$ cat src/rtl/q15_spi_dac_tx.sv
// q15_spi_dac_tx: FIFO-buffered Q1.15 sample sink that emits each sample as a 16-bit SPI mode-0 frame.
// Build option: define Q15_DAC_OFFSET_BIN_EN to transmit offset-binary words for unipolar DACs.
module q15_spi_dac_tx #(
  parameter int CLK_DIV    = 2,
  parameter int FIFO_DEPTH = 4,
  parameter int FRAME_GAP  = 1
) (
  input  logic                              clk,
  input  logic                              rst_n,
  input  logic [15:0]                       sample_in,
  input  logic                              valid_in,
  output logic                              ready_in,
  output logic                              dac_sclk,
  output logic                              dac_cs_n,
  output logic                              dac_mosi,
  output logic [$clog2(FIFO_DEPTH+1)-1:0]   fifo_level,
  output logic                              busy
);

  // state | meaning
  // IDLE  | bus idle, chip select high, waiting for a queued sample
  // SHIFT | frame in progress, SCLK toggles every CLK_DIV cycles
  // GAP   | chip select held high for FRAME_GAP cycles before the next frame
  localparam logic [1:0] IDLE  = 2'd0;
  localparam logic [1:0] SHIFT = 2'd1;
  localparam logic [1:0] GAP   = 2'd2;

  localparam int PW = $clog2(FIFO_DEPTH);
  localparam int LW = $clog2(FIFO_DEPTH + 1);
  localparam logic [7:0] DIV_LOAD = 8'(CLK_DIV - 1);
  localparam logic [7:0] GAP_LOAD = 8'(FRAME_GAP - 1);

  logic [15:0]   mem [FIFO_DEPTH];
  logic [PW-1:0] wr_ptr;
  logic [PW-1:0] rd_ptr;
  logic [1:0]    state;
  logic [15:0]   shreg;
  logic [3:0]    bit_cnt;
  logic [7:0]    div_cnt;
  logic [7:0]    gap_cnt;
  logic          push;
  logic          pop;
  logic [15:0]   head_word;

  assign ready_in = rst_n && (fifo_level < LW'(FIFO_DEPTH));
  assign push     = valid_in && ready_in;
  assign pop      = (state == IDLE) && (fifo_level != '0);
  assign busy     = (state != IDLE) || (fifo_level != '0);

`ifdef Q15_DAC_OFFSET_BIN_EN
  assign head_word = {~mem[rd_ptr][15], mem[rd_ptr][14:0]};
`else
  assign head_word = mem[rd_ptr];
`endif

  always_ff @(posedge clk) begin
    if (push) mem[wr_ptr] <= sample_in;
  end

  always_ff @(posedge clk) begin
    if (!rst_n) begin
      wr_ptr     <= '0;
      rd_ptr     <= '0;
      fifo_level <= '0;
    end else begin
      if (push) wr_ptr <= wr_ptr + PW'(1);
      if (pop)  rd_ptr <= rd_ptr + PW'(1);
      case ({push, pop})
        2'b10:   fifo_level <= fifo_level + LW'(1);
        2'b01:   fifo_level <= fifo_level - LW'(1);
        default: fifo_level <= fifo_level;
      endcase
    end
  end

  // Timers are down-counters: load N-1, act on reaching zero.
  always_ff @(posedge clk) begin
    if (!rst_n) begin
      state    <= IDLE;
      dac_sclk <= 1'b0;
      dac_cs_n <= 1'b1;
      dac_mosi <= 1'b0;
      shreg    <= '0;
      bit_cnt  <= '0;
      div_cnt  <= '0;
      gap_cnt  <= '0;
    end else begin
      case (state)
        IDLE: begin
          if (pop) begin
            shreg    <= head_word;
            dac_cs_n <= 1'b0;
            dac_mosi <= head_word[15];
            bit_cnt  <= 4'd15;
            div_cnt  <= DIV_LOAD;
            state    <= SHIFT;
          end
        end
        SHIFT: begin
          if (div_cnt != 8'd0) begin
            div_cnt <= div_cnt - 8'd1;
          end else begin
            div_cnt  <= DIV_LOAD;
            dac_sclk <= ~dac_sclk;
            // Data only moves on the falling toggle so it is stable at every rise.
            if (dac_sclk) begin
              if (bit_cnt != 4'd0) begin
                shreg    <= {shreg[14:0], 1'b0};
                dac_mosi <= shreg[14];
                bit_cnt  <= bit_cnt - 4'd1;
              end else begin
                dac_cs_n <= 1'b1;
                dac_mosi <= 1'b0;
                gap_cnt  <= GAP_LOAD;
                state    <= GAP;
              end
            end
          end
        end
        GAP: begin
          if (gap_cnt != 8'd0) gap_cnt <= gap_cnt - 8'd1;
          else                 state   <= IDLE;
        end
        default: state <= IDLE;
      endcase
    end
  end

endmodule

$ cat config.mk
export PLATFORM = sky130hd
export DESIGN_NAME = q15_spi_dac_tx
export DESIGN_NICKNAME = d
export VERILOG_FILES = /design/src/rtl/q15_spi_dac_tx.sv
export SDC_FILE = /design/constraint.sdc
export NUM_CORES = 1
export LEC_CHECK = 0
export ABC_AREA = 1
export ABC_CLOCK_PERIOD_IN_PS = 2900
export CORE_UTILIZATION = 45
export DETAILED_ROUTE_END_ITERATION = 10
export HOLD_SLACK_MARGIN = 0.15
export PLACE_DENSITY_LB_ADDON = 0.15
export SYNTH_ARGS = -nofsm -noshare
export SYNTH_HDL_FRONTEND = slang
export SYNTH_SLANG_ARGS = --single-unit
$ cat constraint.sdc
create_clock -name clk -period 2.9 [get_ports clk]
set_clock_uncertainty 0.2 [all_clocks]
set_input_delay 0.435 -clock clk [delete_from_list [all_inputs] [get_ports clk]]
set_output_delay 0.435 -clock clk [all_outputs]
set_load 0.05 [all_outputs]
==> Word level (Yosys, flattened, before mapping) <==
Memories as Yosys holds them, arrays and structs flattened. A register that Yosys moved wholly into a read port is not among the register bits.
Cells that the tools add are included.
Widths: inputs -> output; s select.
{ "op_classes": {"n_addsub": 7, "order_cmp": 1, "eq_ne": 11, "muxes": 39, "bitwise": 2, "n_reduce_logical": 20} }
{ "ops": {"columns": ["operator", "n"], "rows": [
  ["$mux 15", 4],
  ["$mux 8", 6],
  ["$pmux 8 s2", 2],
  ["$pmux 15 s2", 1],
  ["$reduce_and 5->1", 4],
  ["$mux 4", 4],
  ["$reduce_bool 8->1", 2],
  ["$sub 8x1->8 const B", 2],
  ["$mux 2", 7],
  ["$ne 2x2->1 const B", 7],
  ["$mux 1", 10],
  ["$pmux 4 s2", 1],
  ["$reduce_bool 2->1", 4],
  ["$pmux 2 s3", 1],
  ["$pmux 3 s2", 1],
  ["$add 2x1->2 const B", 2],
  ["$eq 2x1->1 const B", 2],
  ["$eq 2x2->1 const B", 2],
  ["$pmux 1 s2", 2],
  ["$reduce_and 2->1", 2],
  ["$reduce_and 4->1", 1],
  ["$reduce_bool 4->1", 1],
  ["$sub 4x1->4 const B", 1],
  ["$add 3x1->3 const B", 1],
  ["other kinds (7)", 10]
]} }
{ "totals": {"ff_bits": 47, "mem_bits_rw": 64, "inputBits": 19, "out_inout_bits": 8, "elab_cells": 92, "memories": 1} }
{ "mem_list": {"columns": ["memory", "words", "width", "read_ports", "rd_clocked_by_memory_dff", "wr", "line", "text"], "rows": [
  ["mem", 4, 16, 1, 1, 1, "33", "logic [15:0] mem [FIFO_DEPTH];"]
]} }

==> Depth between registers and ports, before layout <==
{ "logic_depth": {"word_depth": 5, "ltp_mapped": 12, "depth_no_buf": 12} }

==> Least setup slack after synthesis <==
Ideal clock, no wire load.
{ "synth_timing": {"path_kind": "input to register", "start": "input port rst_n", "end": "memory mem[0][0], enable pin", "setup_ns": 0.389, "t_arrival_ns": 2.540, "required_ns": 2.311, "path_slack_ns": -0.229, "cell_stages": 5, "path_buffers": 1, "path_cell_list": "clkbuf_1 -> inv_1 -> nor2_1 -> nand2_1 -> nor2_1"} }
{ "synth_between": {"elab_chain_cells": 4} }
{ "synth_lines": {"columns": ["item", "line", "text"], "rows": [
  ["from (decl)", "9", "input logic rst_n,"],
  ["$logic_and 1x1->1", "45", "assign ready_in = rst_n && (fifo_level < LW'(FIFO_DEPTH));"],
  ["named net ready_in", "12", "output logic ready_in,"],
  ["$logic_and 1x1->1", "46", "assign push = valid_in && ready_in;"],
  ["$mux 1", "57", "if (push) mem[wr_ptr] <= sample_in;"],
  ["$mux 1 (not written as such)", "57", null],
  ["to (decl)", "33", null]
]} }
The timed path passes the listed nets, and every way through them passes these cells.

==> Worst setup path after layout <==
{ "layout_timing": {"start": "register state[1]", "end": "output port busy"} }
{ "layout_between": {"elab_chain_cells": 2} }
{ "layout_lines": {"columns": ["item", "line", "text"], "rows": [
  ["from (decl)", "36", "logic [1:0] state;"],
  ["from (signal assigned)", "79", "state <= IDLE;"],
  ["from (signal assigned)", "96", "state <= SHIFT;"],
  ["from (signal assigned)", "115", "state <= GAP;"],
  ["$reduce_bool 2->1", "48", "assign busy = (state != IDLE) || (fifo_level != '0);"],
  ["$logic_or 1x1->1", "48", null],
  ["to (decl)", "17", "output logic busy"]
]} }
No other way between the ends.

==> results.json <==
{
  "cts_root_buf": "clkbuf_8",
  "async_flop_share_pct": 0,
  "clk_latency_ns": 0.52,
  "post-place-ws_ns": 0.275,
  "drc": 0,
  "rr_worst_depth": 11,
  "ys_types": 29,
  "stdcell_count": 756,
  "grt_util_all_layers_pct": 18.7,
  "worstSetupPathType": "reg2out",
  "regToRegEndpoint": "fifo_level[2]",
  "pwr-share-clk_pct": 30.0,
  "place_congestion": 0.771,
  "clock_path_buffers": 2,
  "worstPathArrival_ns": 2.03,
  "rsz0062_at_grt": "false",
  "startpoint": "state[1]",
  "ys.flop_type": "edfxtp_1",
  "syn_inst": 569,
  "totalWireLength_mm": 9.65,
  "ys_seq_area_share_pct": 57.9,
  "whs_ns": 0.261,
  "placed_cells": 724,
  "avgSynthCellArea_um2": 8.82,
  "worstMarginPinSlew_ns": 0.879,
  "synth-seq-cells": 113,
  "synth_nets": 599,
  "cts_tree": "built",
  "fp.dieW_um": 108,
  "whs_path_depth": 2,
  "setup_violations": 0,
  "crit_required_ns": 2.27,
  "synth.most_common_cell": "nand2_1",
  "start_util_pct": 46.3,
  "synth_area_um2": 5020,
  "path_max_fanout": 3,
  "core_area_um2": 10800,
  "die_area_um2": 11600,
  "grt_pass1_vias": 3540,
  "synth_area_leader_cell": "edfxtp_1",
  "cts_sinks": 113,
  "layout-drive-gt1-share_pct": 8.93,
  "drtIter0Drc": 207,
  "setup_tns_ns": 0,
  "antenna_found_initial": 0,
  "drtAntennaViolNets": 0,
  "cp-end-kind": "output pin",
  "seq_power_share_pct": 31.4,
  "cts_setup_buffers": 0,
  "worstHoldPathType": "reg2reg",
  "yosys-top-cells-area": "edfxtp_1 38%, dfxtp_1 20%, nand2_1 8.2%",
  "grt_pass1_wl_mm": 16.4,
  "power.leakage_nw": 2.41,
  "h-tree-depth": 4,
  "fin_crit_sh_pct": 91.8,
  "power_density_nw_per_um2": 1120,
  "finalHoldViolCount": 0,
  "ir_drop_mv": 0.578,
  "p_int_mw": 4.18,
  "synth_warnings": 0,
  "cp-endpoint": "busy",
  "nets": 633,
  "reg2reg_from": "state[1]",
  "maxSlewHeadroom_pct": 41.4,
  "path_delay_family": "buffers and inverters",
  "cts.repair.resized": 0,
  "synth_top_area_share_pct": 38.3,
  "grt_max_degree": 34,
  "route.vias.total": 3766,
  "r2r_setup_slack_ns": 0.71,
  "slowest_delay_ns": 0.82,
  "yosys-top-cells-count": "109 x nand2_1, 106 x nor2_1, 68 x o21ai_0",
  "rows": 38,
  "ios": 27,
  "setup_ws_ns": 0.239,
  "die_h_um": 108,
  "power.total_mw": 6.73,
  "path_clk_slew_ns": 0.05,
  "wire_per_inst_um": 12.8,
  "finalCriticalPeriod_ns": 2.66,
  "cts_made_buffers": 17,
  "fmax_mhz": 376,
  "cp_num_buf_inv": 1,
  "power_frac_comb_pct": 38.6,
  "firstDrtPassIters": 5,
  "crit_chain": "nor2_1, nand4_1, clkdlybuf4s50_1",
  "swShare_pct": 37.9,
  "cp-start-kind": "register",
  "io_buffer_count": 26,
  "switchingPower_mw": 2.55,
  "cp.depth": 3,
  "maxCapViolCount": 0,
  "syn2layout_area_growth_pct": 20.2,
  "num_antenna_cells": 0,
  "slew_violations": 0,
  "slowest_stage": "clkdlybuf4s50_1",
  "viasPerCell": 4.98,
  "grt-ovfl-total": 0,
  "hpwl_mm": 6.06,
  "synth_edf_count": 64,
  "postCtsHoldBufs": 0,
  "status": "finished, final reports clean"
}
cells by family after synthesis:
family / synth area share [%]
buffers and inverters: 6.04
AND/OR/NAND/NOR: 21.0
AO/OA/AOI/OAI: 11.1
flip-flops: 57.9
adder cells (fa/ha/maj): 2.89
XOR/XNOR: 1.05
metrics by stage:
step                      utilization, %  instance area [um^2]
after floorplan                        -                  5020
after global placement              50.3                  5450
after detailed placement            50.3                  5450
after CTS                           55.6                  6030
after global routing                55.6                  6030
final                               55.6                  6030
area by class of cell:
class | count | area [um^2]
Fill cell | 984 | 4810
Sequential cell | 113 | 2900
Multi-Input combinational cell | 378 | 1810
Clock buffer | 22 | 443
Timing Repair Buffer | 36 | 345
Inverter | 57 | 214
Tap cell | 140 | 175
Clock inverter | 10 | 135
power groups by stage:
stage / Sequential (mW) / Combinational, mW / Clock, mW
finish: 2.11 / 2.60 / 2.02
global route: 2.14 / 3.01 / 2.13
CTS: 2.11 / 2.63 / 2.06
detailed placement: 2.14 / 2.61 / 0
global placement: 2.13 / 2.56 / 0
floorplan: 2.23 / 1.92 / 0
registers in the layout, summed over array words and instances (netlist names), 3 cells and up, named ones only:
register    cells
mem            64
shreg          15
div_cnt         8
gap_cnt         8
bit_cnt         4
fifo_level      3
worst min path at each step:
stage | startpoint | end
3_5_place_dp | gap_cnt[1] | gap_cnt[1]
5_1_grt | gap_cnt[1] | gap_cnt[1]
3_3_place_gp | div_cnt[0] | div_cnt[0]
6_report | gap_cnt[1] | gap_cnt[1]
2_1_floorplan | div_cnt[0] | div_cnt[0]
4_1_cts | gap_cnt[1] | gap_cnt[1]
layer usage:
metal / vias up / routed length [um] / GRT usage (%)
met2: 56 / 4630 / 30.5
met3: 19 / 309 / 4.72
met4: 0 / 195 / 9.78
met1: 1752 / 4520 / 22.8
li1: 1939 / - / -
met5: - / 0 / 0
worst min-delay path: stages, from the launching register on:
cell     delay [ns]
dfxtp_1        0.31
nand2_1        0.06
a21oi_1        0.05
cells in the final DEF, fill, tap and decap left out, types with 3 or more instances in the layout:
master,Yosys,final
buf_4,0,10
nand3_1,18,18
clkdlybuf4s50_1,0,25
bufinv_16,0,3
ha_1,10,10
o21ai_1,3,3
o22ai_1,3,3
clkinvlp_4,0,3
inv_2,4,4
nand2_2,3,3
clkbuf_1,13,4
clkbuf_16,0,16
nor2_2,3,4
nor2_1,106,105
nand2_1,109,109
nand4_1,7,7
xor2_1,4,4
o21ai_0,68,68
inv_1,53,53
edfxtp_1,64,64
a21oi_1,29,29
dfxtp_1,49,49
(Power assumes the default switching activity.)
